**config.mk**
```make
export PLATFORM = sky130hd
export DESIGN_NAME = id_sched_flat
export DESIGN_NICKNAME = d
export VERILOG_FILES = /design/src/rtl/id_sched_if.sv /design/src/rtl/id_sched.sv /design/src/flat_wrapper.sv
export SDC_FILE = /design/constraint.sdc
export NUM_CORES = 1
export LEC_CHECK = 0
export BUFFER_PORTS_ARGS = -buffer_cell sky130_fd_sc_hd__buf_4
export CAP_MARGIN = 5
export CORE_MARGIN = 1.5
export CORE_UTILIZATION = 50
export DETAILED_ROUTE_END_ITERATION = 8
export PLACE_DENSITY = 0.68
export SETUP_SLACK_MARGIN = 0.2
export SYNTH_ARGS = -nofsm -noshare
export SYNTH_HDL_FRONTEND = slang
export SYNTH_SLANG_ARGS = --single-unit
```
**constraint.sdc**
```tcl
create_clock -name clk -period 3.8 [get_ports clk]
set_input_delay 0 -clock clk [delete_from_list [all_inputs] [get_ports clk]]
set_output_delay 0 -clock clk [all_outputs]
set_load 0.02 [all_outputs]
```
**src/rtl/id_sched_if.sv**
```systemverilog
// id_sched_if: requester handshakes, recognizer link and result bus of id_sched.
// slave is the scheduler side, master is the requester/recognizer environment side.
interface id_sched_if;
  logic       req0_valid;
  logic [7:0] req0_char;
  logic       req0_last;
  logic       req0_ready;
  logic       req1_valid;
  logic [7:0] req1_char;
  logic       req1_last;
  logic       req1_ready;
  logic [7:0] id_char;
  logic       id_out;
  logic       res_valid;
  logic       res_src;
  logic       res_match;
  logic [7:0] res_len;
  logic       res_ovf;
  logic       busy;

  modport slave (
    input  req0_valid, req0_char, req0_last,
    input  req1_valid, req1_char, req1_last,
    input  id_out,
    output req0_ready, req1_ready, id_char,
    output res_valid, res_src, res_match, res_len, res_ovf, busy
  );

  modport master (
    output req0_valid, req0_char, req0_last,
    output req1_valid, req1_char, req1_last,
    output id_out,
    input  req0_ready, req1_ready, id_char,
    input  res_valid, res_src, res_match, res_len, res_ovf, busy
  );
endinterface

```
**src/rtl/id_sched.sv**
```systemverilog
// id_sched: arbitrates two char-stream requesters, buffers one token and replays it
// into the shared identifier recognizer. Define ID_SCHED_RR_EN for round-robin arbitration.
module id_sched #(
  parameter logic [7:0]  FLUSH_CHAR = 8'h20,
  parameter int unsigned MAX_LEN    = 16
) (
  input logic       clk,
  input logic       reset,
  id_sched_if.slave bus
);
  localparam int unsigned IW        = $clog2(MAX_LEN);
  localparam logic [8:0]  MAX_LEN_W = 9'(MAX_LEN);

  typedef enum logic [1:0] {IDLE, COLLECT, REPLAY, SAMPLE} state_t;

  state_t        state;
  state_t        state_next;
  logic [7:0]    tok_buf [MAX_LEN];
  logic [8:0]    len;
  logic [IW-1:0] idx;
  logic          grant;
  logic          ovf;
  logic          pick;
  logic          any_valid;
  logic          sel_valid;
  logic          sel_last;
  logic [7:0]    sel_char;
  logic          hs;
  logic          room;
  logic [7:0]    id_char_c;
  logic          req0_ready_c;
  logic          req1_ready_c;
  logic          res_valid_q;
  logic          res_src_q;
  logic          res_match_q;
  logic [7:0]    res_len_q;
  logic          res_ovf_q;

  assign any_valid = bus.req0_valid | bus.req1_valid;
  assign sel_valid = grant ? bus.req1_valid : bus.req0_valid;
  assign sel_last  = grant ? bus.req1_last  : bus.req0_last;
  assign sel_char  = grant ? bus.req1_char  : bus.req0_char;
  assign room      = len < MAX_LEN_W;

`ifdef ID_SCHED_RR_EN
  // Pointer set means req1 is favoured on the next contested grant.
  logic rr_ptr;

  assign pick = rr_ptr ? bus.req1_valid : ~bus.req0_valid;

  always_ff @(posedge clk) begin
    if (reset)
      rr_ptr <= 1'b0;
    else if (state == SAMPLE)
      rr_ptr <= ~grant;
  end
`else
  assign pick = ~bus.req0_valid;
`endif

  always_ff @(posedge clk) begin
    if (reset)
      state <= IDLE;
    else
      state <= state_next;
  end

  always_comb begin
    state_next   = state;
    req0_ready_c = 1'b0;
    req1_ready_c = 1'b0;
    id_char_c    = FLUSH_CHAR;
    hs           = 1'b0;
    unique case (state)
      IDLE: begin
        if (any_valid)
          state_next = COLLECT;
      end
      COLLECT: begin
        req0_ready_c = ~grant;
        req1_ready_c = grant;
        hs           = sel_valid;
        if (sel_valid && sel_last)
          state_next = REPLAY;
      end
      REPLAY: begin
        id_char_c = tok_buf[idx];
        if ({{(9-IW){1'b0}}, idx} == len - 9'd1)
          state_next = SAMPLE;
      end
      SAMPLE: state_next = IDLE;
      default: state_next = IDLE;
    endcase
  end

  // Chars beyond the buffer depth are accepted but dropped; ovf remembers it.
  always_ff @(posedge clk) begin
    if (reset) begin
      grant       <= 1'b0;
      len         <= 9'd0;
      ovf         <= 1'b0;
      idx         <= '0;
      res_valid_q <= 1'b0;
      res_src_q   <= 1'b0;
      res_match_q <= 1'b0;
      res_len_q   <= 8'd0;
      res_ovf_q   <= 1'b0;
    end else begin
      res_valid_q <= 1'b0;
      unique case (state)
        IDLE: begin
          if (any_valid) begin
            grant <= pick;
            len   <= 9'd0;
            ovf   <= 1'b0;
          end
        end
        COLLECT: begin
          if (hs) begin
            if (room)
              len <= len + 9'd1;
            else
              ovf <= 1'b1;
            if (sel_last)
              idx <= '0;
          end
        end
        REPLAY: idx <= idx + IW'(1);
        SAMPLE: begin
          res_valid_q <= 1'b1;
          res_src_q   <= grant;
          res_match_q <= bus.id_out;
          res_len_q   <= len[7:0];
          res_ovf_q   <= ovf;
        end
        default: ;
      endcase
    end
  end

  always_ff @(posedge clk) begin
    if (state == COLLECT && hs && room)
      tok_buf[len[IW-1:0]] <= sel_char;
  end

  assign bus.req0_ready = req0_ready_c;
  assign bus.req1_ready = req1_ready_c;
  assign bus.id_char    = id_char_c;
  assign bus.res_valid  = res_valid_q;
  assign bus.res_src    = res_src_q;
  assign bus.res_match  = res_match_q;
  assign bus.res_len    = res_len_q;
  assign bus.res_ovf    = res_ovf_q;
  assign bus.busy       = (state != IDLE);
endmodule
```
**src/flat_wrapper.sv**
```systemverilog
// flat-port wrapper written by rule: the top's interface ports become plain ports
module id_sched_flat 
#(
  parameter logic [7:0]  FLUSH_CHAR = 8'h20,
  parameter int unsigned MAX_LEN    = 16
)
  (clk, reset, bus_req0_valid, bus_req0_char, bus_req0_last, bus_req1_valid, bus_req1_char, bus_req1_last, bus_id_out, bus_req0_ready, bus_req1_ready, bus_id_char, bus_res_valid, bus_res_src, bus_res_match, bus_res_len, bus_res_ovf, bus_busy);
  id_sched_if bus_i ();
  input logic clk;
  input logic reset;
  input wire logic [$bits(bus_i.req0_valid)-1:0] bus_req0_valid;
  input wire logic [$bits(bus_i.req0_char)-1:0] bus_req0_char;
  input wire logic [$bits(bus_i.req0_last)-1:0] bus_req0_last;
  input wire logic [$bits(bus_i.req1_valid)-1:0] bus_req1_valid;
  input wire logic [$bits(bus_i.req1_char)-1:0] bus_req1_char;
  input wire logic [$bits(bus_i.req1_last)-1:0] bus_req1_last;
  input wire logic [$bits(bus_i.id_out)-1:0] bus_id_out;
  output wire logic [$bits(bus_i.req0_ready)-1:0] bus_req0_ready;
  output wire logic [$bits(bus_i.req1_ready)-1:0] bus_req1_ready;
  output wire logic [$bits(bus_i.id_char)-1:0] bus_id_char;
  output wire logic [$bits(bus_i.res_valid)-1:0] bus_res_valid;
  output wire logic [$bits(bus_i.res_src)-1:0] bus_res_src;
  output wire logic [$bits(bus_i.res_match)-1:0] bus_res_match;
  output wire logic [$bits(bus_i.res_len)-1:0] bus_res_len;
  output wire logic [$bits(bus_i.res_ovf)-1:0] bus_res_ovf;
  output wire logic [$bits(bus_i.busy)-1:0] bus_busy;
  assign bus_i.req0_valid = bus_req0_valid;
  assign bus_i.req0_char = bus_req0_char;
  assign bus_i.req0_last = bus_req0_last;
  assign bus_i.req1_valid = bus_req1_valid;
  assign bus_i.req1_char = bus_req1_char;
  assign bus_i.req1_last = bus_req1_last;
  assign bus_i.id_out = bus_id_out;
  assign bus_req0_ready = bus_i.req0_ready;
  assign bus_req1_ready = bus_i.req1_ready;
  assign bus_id_char = bus_i.id_char;
  assign bus_res_valid = bus_i.res_valid;
  assign bus_res_src = bus_i.res_src;
  assign bus_res_match = bus_i.res_match;
  assign bus_res_len = bus_i.res_len;
  assign bus_res_ovf = bus_i.res_ovf;
  assign bus_busy = bus_i.busy;
  id_sched #(.FLUSH_CHAR(FLUSH_CHAR), .MAX_LEN(MAX_LEN)) u_core (.clk(clk), .reset(reset), .bus(bus_i));
endmodule
```
==> results.toml, run 1 <==
[grt]
antenna_found_initial = 0
grtUsageTotal_pct = 20.7
grt_max_degree = 30
grt_overflow = 0
met2_usage_pct = 34.0
first_global_vias = 3765
grt.busiest_layer = "met2"
grt_pass1_wl_um = 21100
grt_use_met1_pct = 26.6
met3_usage_pct = 4.60

[route]
drtIter0Drc = 394
drt-vias-per-instance = 5.72
ant_nets = 0
drc = 0
drt-pass1-iter-count = 5
vias = 3599
post_drt_wl_per_cell_um = 21.7
routed_wl_um = 13600

[critical_path]
r2r-start = "u_core.state[1]"
critPathTopFamily = "multiplexers"
worstPathCellList = "buf_12, mux4_1, mux4_2, and2_1, buf_4"
cp.arrival_ns = 2.77
critical_path_class = "reg -> out"
r2r_slack_ns = 1.25
r2r_end = "u_core.tok_buf[8][0]"
worstRegToRegCells = 6
crit_required_ns = 3.80
cp-end-kind = "output pin"
cp_slowest_cell = "dfxtp_2"
cp.buffers_inverters = 2
worstSetupStartpointType = "register"
crit_fanout = 17
cp_slowest_stage_delay_ns = 0.70

[clocking]
holdBufCountCts = 5
clkTransAtPathRegs_ns = 0.06
clkLatencyLatePin_ns = 0.42
numCtsBuffers = 17
cts_tree = "built"
clock-root-buffer = "clkbuf_16"
post_cts_buffers = 0
htree_num_levels = 4
clock_sinks = 161
ctsResizeCount = 0
clockBufferDepth = 2

[run_status]
status = "complete, no violations"

[layout]
stdcell_count = 629
antenna_cells = 0
layout.cells.most_common = "edfxtp_1"
synthToLayoutAreaGrowth_pct = 15.8
drive_gt1_share_pct = 24.1
regArea_sq_um = 4510
num-nets-final = 476
n_fill_cell = 996
post-route-cell-area_sq_um = 7820
final_cell_mix = "128 x edfxtp_1, 47 x buf_4, 32 x dfxtp_1"
multiInputGateArea_sq_um = 2070

[worst_hold_path]
min_to = "u_core.tok_buf[0][4]"
worstHoldStart = "bus_req0_char[4]"
hold_depth = 2
hold_path.class = "in -> reg"

[die]
die_h_um = 119
core_sq_um = 13200
die_area_sq_um = 14200
start_util_pct = 51.2
pin_count = 46
die_w_um = 119
rows = 42

[power]
swShare_pct = 24.0
p_int_mw = 3.40
leakage_nw = 2.62
p_switching_mw = 1.07
power.density_nw_per_um2 = 571
share_comb_of_total_power_pct = 16.0
vdd_drop_max_mv = 0.317
clockPowerShare_pct = 37.9
power_frac_seq_pct = 46.2

[synthesis]
synth_area_leaders = "edfxtp_1 57%, dfxtp_1 9.8%, mux4_2 9.3%"
synth_edf_count = 128
avgSynthCellArea_sq_um = 17.2
ys_ff_latch = 161
yosys_warnings = 0
syn-num-nets = 426
synth.top_cell.area_share_pct = 56.9
synthCells = 393
ys_async_sr_fraction_pct = 0
yosysUniqueCellTypes = 49
ys_seq_area_share_pct = 66.7
synth_top_area_cell = "edfxtp_1"
synthesis.area_sq_um = 6750
ys.flop_type = "edfxtp_1"

[timing]
finalMaxSlewViolations = 0
period_share_pct = 72.8
worstMarginPinSlew_ns = 0.955
hold_viol = 0
fin_crit_ns = 2.77
rsz0062_at_grt = "false"
setup_viol = 0
fin_skew_ns = 0.00616
setup_tns_ns = 0
fmax_ghz = 0.362
fin_worst_hold_slack_ns = 0.128
slew_headroom_pct = 35.8

[placed_design]
dp_hpwl_um = 8770
io_buffers = 45
gp_congestion = 0.806
place_inst = 595
placed_area_sq_um = 7190

[run]
cap_violations = 0
[metal layers]
metal / wire length (um) / vias to the layer above
met5: 0 / -
met4: 364 / 0
met3: 540 / 27
met2: 7100 / 95
met1: 5640 / 1833
li1: - / 1644
[metrics by stage]
| stage | setup slack [ns] | power [mW] | utilization [%] |
|---|---|---|---|
| final | 1.03 | 4.47 | 59.3 |
| after global routing | 0.880 | 4.64 | 59.3 |
| after CTS | 0.954 | 4.50 | 59.3 |
| after detailed placement | 1.29 | 2.81 | 54.5 |
| after global placement | 1.39 | 2.80 | 54.5 |
| after floorplan | 1.64 | 2.61 | - |
[cells in the mapped netlist, drive strengths merged, types with 4 or more instances]
cell type	count
dfxtp	33
nand2	8
clkbuf	8
mux2i	14
buf	13
o21ai	5
xnor2	6
a211oi	4
mux2	8
edfxtp	128
nor3	5
nand3	6
ha	10
nor2	30
mux4	40
and2	26
a21oi	7
inv	7
[logic make-up (layout without fill, tap and decap cells)]
kind of cell    Yosys count  count (layout)  synth area share, %
xor+xnor                  8               8                 1.04
simple gates             89              89                 6.78
mux                      62              62                 17.4
flops                   161             161                 66.7
compound gates           34              34                 3.56
buf+inv                  29              89                 2.65
fa+ha+maj                10              10                 1.85
[worst max-delay path by stage]
| stage | cells after the start | end | slack [ns] |
|---|---|---|---|
| floorplan | 7 | u_core.tok_buf[8][0] | 1.64 |
| global placement | 6 | u_core.tok_buf[4][3] | 1.39 |
| detailed placement | 6 | u_core.tok_buf[8][1] | 1.29 |
| CTS | 5 | bus_id_char[0] | 0.95 |
| global route | 5 | bus_id_char[0] | 0.88 |
| finish | 5 | bus_id_char[0] | 1.03 |
[flip-flops by register name (all words and copies together), names as in the netlist, 2 cells and up, named ones only]
signal              count
u_core.state            2
u_core.tok_buf        128
u_core.bus.res_len      8
u_core.len              9
u_core.idx              4
[area by class of cell]
class                      instances  share of cell area [%]
clock buffer                      19                    5.54
clock inverter                    10                    1.84
inverter                           7                   0.336
multi-input combinational        203                    26.5
sequential                       161                    57.6
tap                              176                    2.82
timing repair buffer              53                    5.41
[power by group through the flow]
stage          Clock, mW  Combinational (mW)  Sequential, mW
3_5_place_dp           0               0.708            2.10
6_report            1.69               0.713            2.06
3_3_place_gp           0               0.699            2.10
5_1_grt             1.79               0.778            2.07
2_1_floorplan          0               0.555            2.05
4_1_cts             1.71               0.721            2.07
Note: power is estimated with default switching activity, not from simulation.
==> inputs of run 2 (changes only) <==
--- a/config.mk
+++ b/config.mk
@@ -5,6 +5,7 @@
 export SDC_FILE = /design/constraint.sdc
 export NUM_CORES = 1
 export LEC_CHECK = 0
+export ABC_AREA = 1
 export BUFFER_PORTS_ARGS = -buffer_cell sky130_fd_sc_hd__buf_4
 export CAP_MARGIN = 5
 export CORE_MARGIN = 1.5
==> constraint.sdc (replaced) <==
create_clock -name clk -period 2.8 [get_ports clk]
set_input_delay 0 -clock clk [delete_from_list [all_inputs] [get_ports clk]]
set_output_delay 0 -clock clk [all_outputs]
set_load 0.02 [all_outputs]
==> results.toml, run 2 <==
[critical_path]
critPathTopFamily = "simple AND/OR/NAND/NOR gates"
worstSetupStartpointType = "register"
crit_required_ns = 2.85
crit_top_cell = "inv_1"
cp.buffers_inverters = 3
crit_fanout = 8
cp-end-kind = "register"
critical_path_class = "reg -> reg"
cp.arrival_ns = 2.48
worstPathCellList = "inv_1, ha_1, inv_1, nor2_1, inv_1, nor2_2, nand2_1, nor2_1"
cp_slowest_stage_delay_ns = 0.54
cp_slowest_cell = "nor2_1"

[timing]
setup_tns_ns = 0
slew_headroom_pct = 45.0
fin_skew_ns = 0.00995
fmax_ghz = 0.413
rsz0062_at_grt = "true"
finalMaxSlewViolations = 0
fin_crit_ns = 2.42
hold_viol = 0
fin_worst_hold_slack_ns = 0.187
worstMarginPinSlew_ns = 0.823
setup_viol = 0
setup_ws_ns = 0.377
period_share_pct = 86.5

[synthesis]
synth_top_family_by_area = "compound AO/OA/AOI/OAI gates"
ys_ff_latch = 161
synth.top_cell.area_share_pct = 57.1
synthAdderAreaFrac_pct = 1.86
muxShareOfSynthArea_pct = 0
synth-xor-area-share_pct = 0.130
syn-num-nets = 650
synth_area_leaders = "edfxtp_1 57%, dfxtp_1 9.8%, o21ai_0 6.1%"
ys.flop_type = "edfxtp_1"
yosysMostFrequentCell = "edfxtp_1"
synth-compound-area-share_pct = 13.6
avgSynthCellArea_sq_um = 10.9
synthesis.area_sq_um = 6740
yosys-top-cells-count = "128 x edfxtp_1, 99 x nor2_1, 82 x o21ai_0, 79 x nand2_1, 38 x inv_1"
synth_top_area_cell = "edfxtp_1"
synth_simple_gate_area_share_pct = 13.1
yosys_warnings = 0
yosysUniqueCellTypes = 30
ys_seq_area_share_pct = 66.9
ys_async_sr_fraction_pct = 0
synthCells = 617
synth_edf_count = 128

[die]
die_h_um = 119
rows = 42
start_util_pct = 51.1
die_area_sq_um = 14200
pin_count = 46
core_sq_um = 13200
die_w_um = 119

[route]
routed-wl-met2_um = 7900
met3_length_um = 1250
drt-pass1-iter-count = 6
post_drt_wl_per_cell_um = 19.2
drt-vias-per-instance = 5.65
routed.top_layer = "met4"
routed_wl_um = 16500
drc = 0
drtIter0Drc = 548
wl_met1_um = 7010
vias = 4855
ant_nets = 0

[power]
vdd_drop_max_mv = 0.495
leakage_nw = 2.92
power.density_nw_per_um2 = 838

[worst_hold_path]
hold_path.class = "in -> reg"

[clocking]
cts_tree = "built"
clock-root-buffer = "clkbuf_16"
clkTransAtPathRegs_ns = 0.06
clockBufferDepth = 2
clkLatencyLatePin_ns = 0.43
htree_num_levels = 4
numCtsBuffers = 17
clock_sinks = 161

[placed_design]
place_inst = 823
dp_slack_ns = 0.378
io_buffers = 45
dp_hpwl_um = 11000
placed_area_sq_um = 7280
gp_congestion = 0.956

[layout]
regArea_sq_um = 4510
num-nets-final = 703
largest_reg_flops = 128
drive_gt1_share_pct = 15.4
post-route-cell-area_sq_um = 7880
antenna_cells = 0
stdcell_count = 859
synthToLayoutAreaGrowth_pct = 16.9
final_cell_mix = "128 x edfxtp_1, 95 x nor2_1, 82 x o21ai_0"
layout.cells.most_common = "edfxtp_1"
n_fill_cell = 1064
multiInputGateArea_sq_um = 1940

[grt]
grt_overflow = 0
grt_pass1_wl_um = 25500
first_global_vias = 4870
antenna_found_initial = 0
grtUsageTotal_pct = 24.4
grt_max_degree = 42

[run_status]
status = "complete, no violations"

[run]
cap_violations = 0
## run 2: cell types whose count changed after synthesis, sizes merged, moves of 8 or more
cell / delta
clkbuf: +13
and2: -26
o221ai: +24
mux2i: -14
inv: +35
mux2: -8
nand2: +73
o21ai: +81
a21oi: +23
mux4: -40
nand3: +14
nor2: +73
## run 2: layout make-up
class	count	area share (%)
flip-flops and latches	161	57.2
multi-input cells	382	24.7
repair buffers	64	6.23
clock buffers	25	6.16
well taps	176	2.80
inverters	44	2.10
clock inverters	7	0.779
## run 2: worst paths after layout
check | startpoint | end | slack [ns] | cells after the start
setup / recovery | u_core.state[1] | u_core.tok_buf[6][3] | 0.38 | 8
hold / removal | bus_req0_last | register | 0.19 | 7
setup reg to reg | u_core.state[1] | u_core.tok_buf[6][3] | 0.38 | 8
hold reg to reg | u_core.ovf | u_core.ovf | 0.49 | 2
## run 2: cells by family (layout without fill, tap and decap cells)
logic type      count (synthesis)  count (layout)
buf+inv                        74             140
simple gates                  214             214
compound gates                157             157
xor+xnor                        1               1
fa+ha+maj                      10              10
flops                         161             161
## run 2: worst reg2reg max path, delay by kind of cell (launching register included)
family	cells	cell delay [ns]
DFF	1	0.33
adders and majority gates	1	0.33
buffers and inverters	3	0.26
and+or+nand+nor	4	1.12
## run 2: repair_timing
item / 4_1_cts / 5_1_grt
resized for setup: 0 / 5
hold buffers: 4 / 0
setup buffers: 0 / 0
hold endpoints to repair: 14 / 0
setup endpoints to repair: 0 / 57
## run 2: per-stage QoR
stage / utilization, % / total power [mW]
finish: 59.7 / 6.60
global route: 59.7 / 6.87
CTS: 59.6 / 6.60
detailed placement: 55.2 / 4.48
global placement: 55.2 / 4.46
floorplan: - / 3.93
## run 2: layer usage
metal / vias up / global-route usage (%)
li1: 2300 / -
met5: - / 0
met1: 2293 / 31.6
met4: 0 / 11.4
met2: 232 / 38.8
met3: 30 / 6.03
## run 2: report_power, final
group          total, mW  internal [mW]  switching, mW
clock               2.14           1.28          0.861
combinational       1.53          0.446           1.08
sequential          2.93           2.82          0.104
total               6.60           4.55           2.05
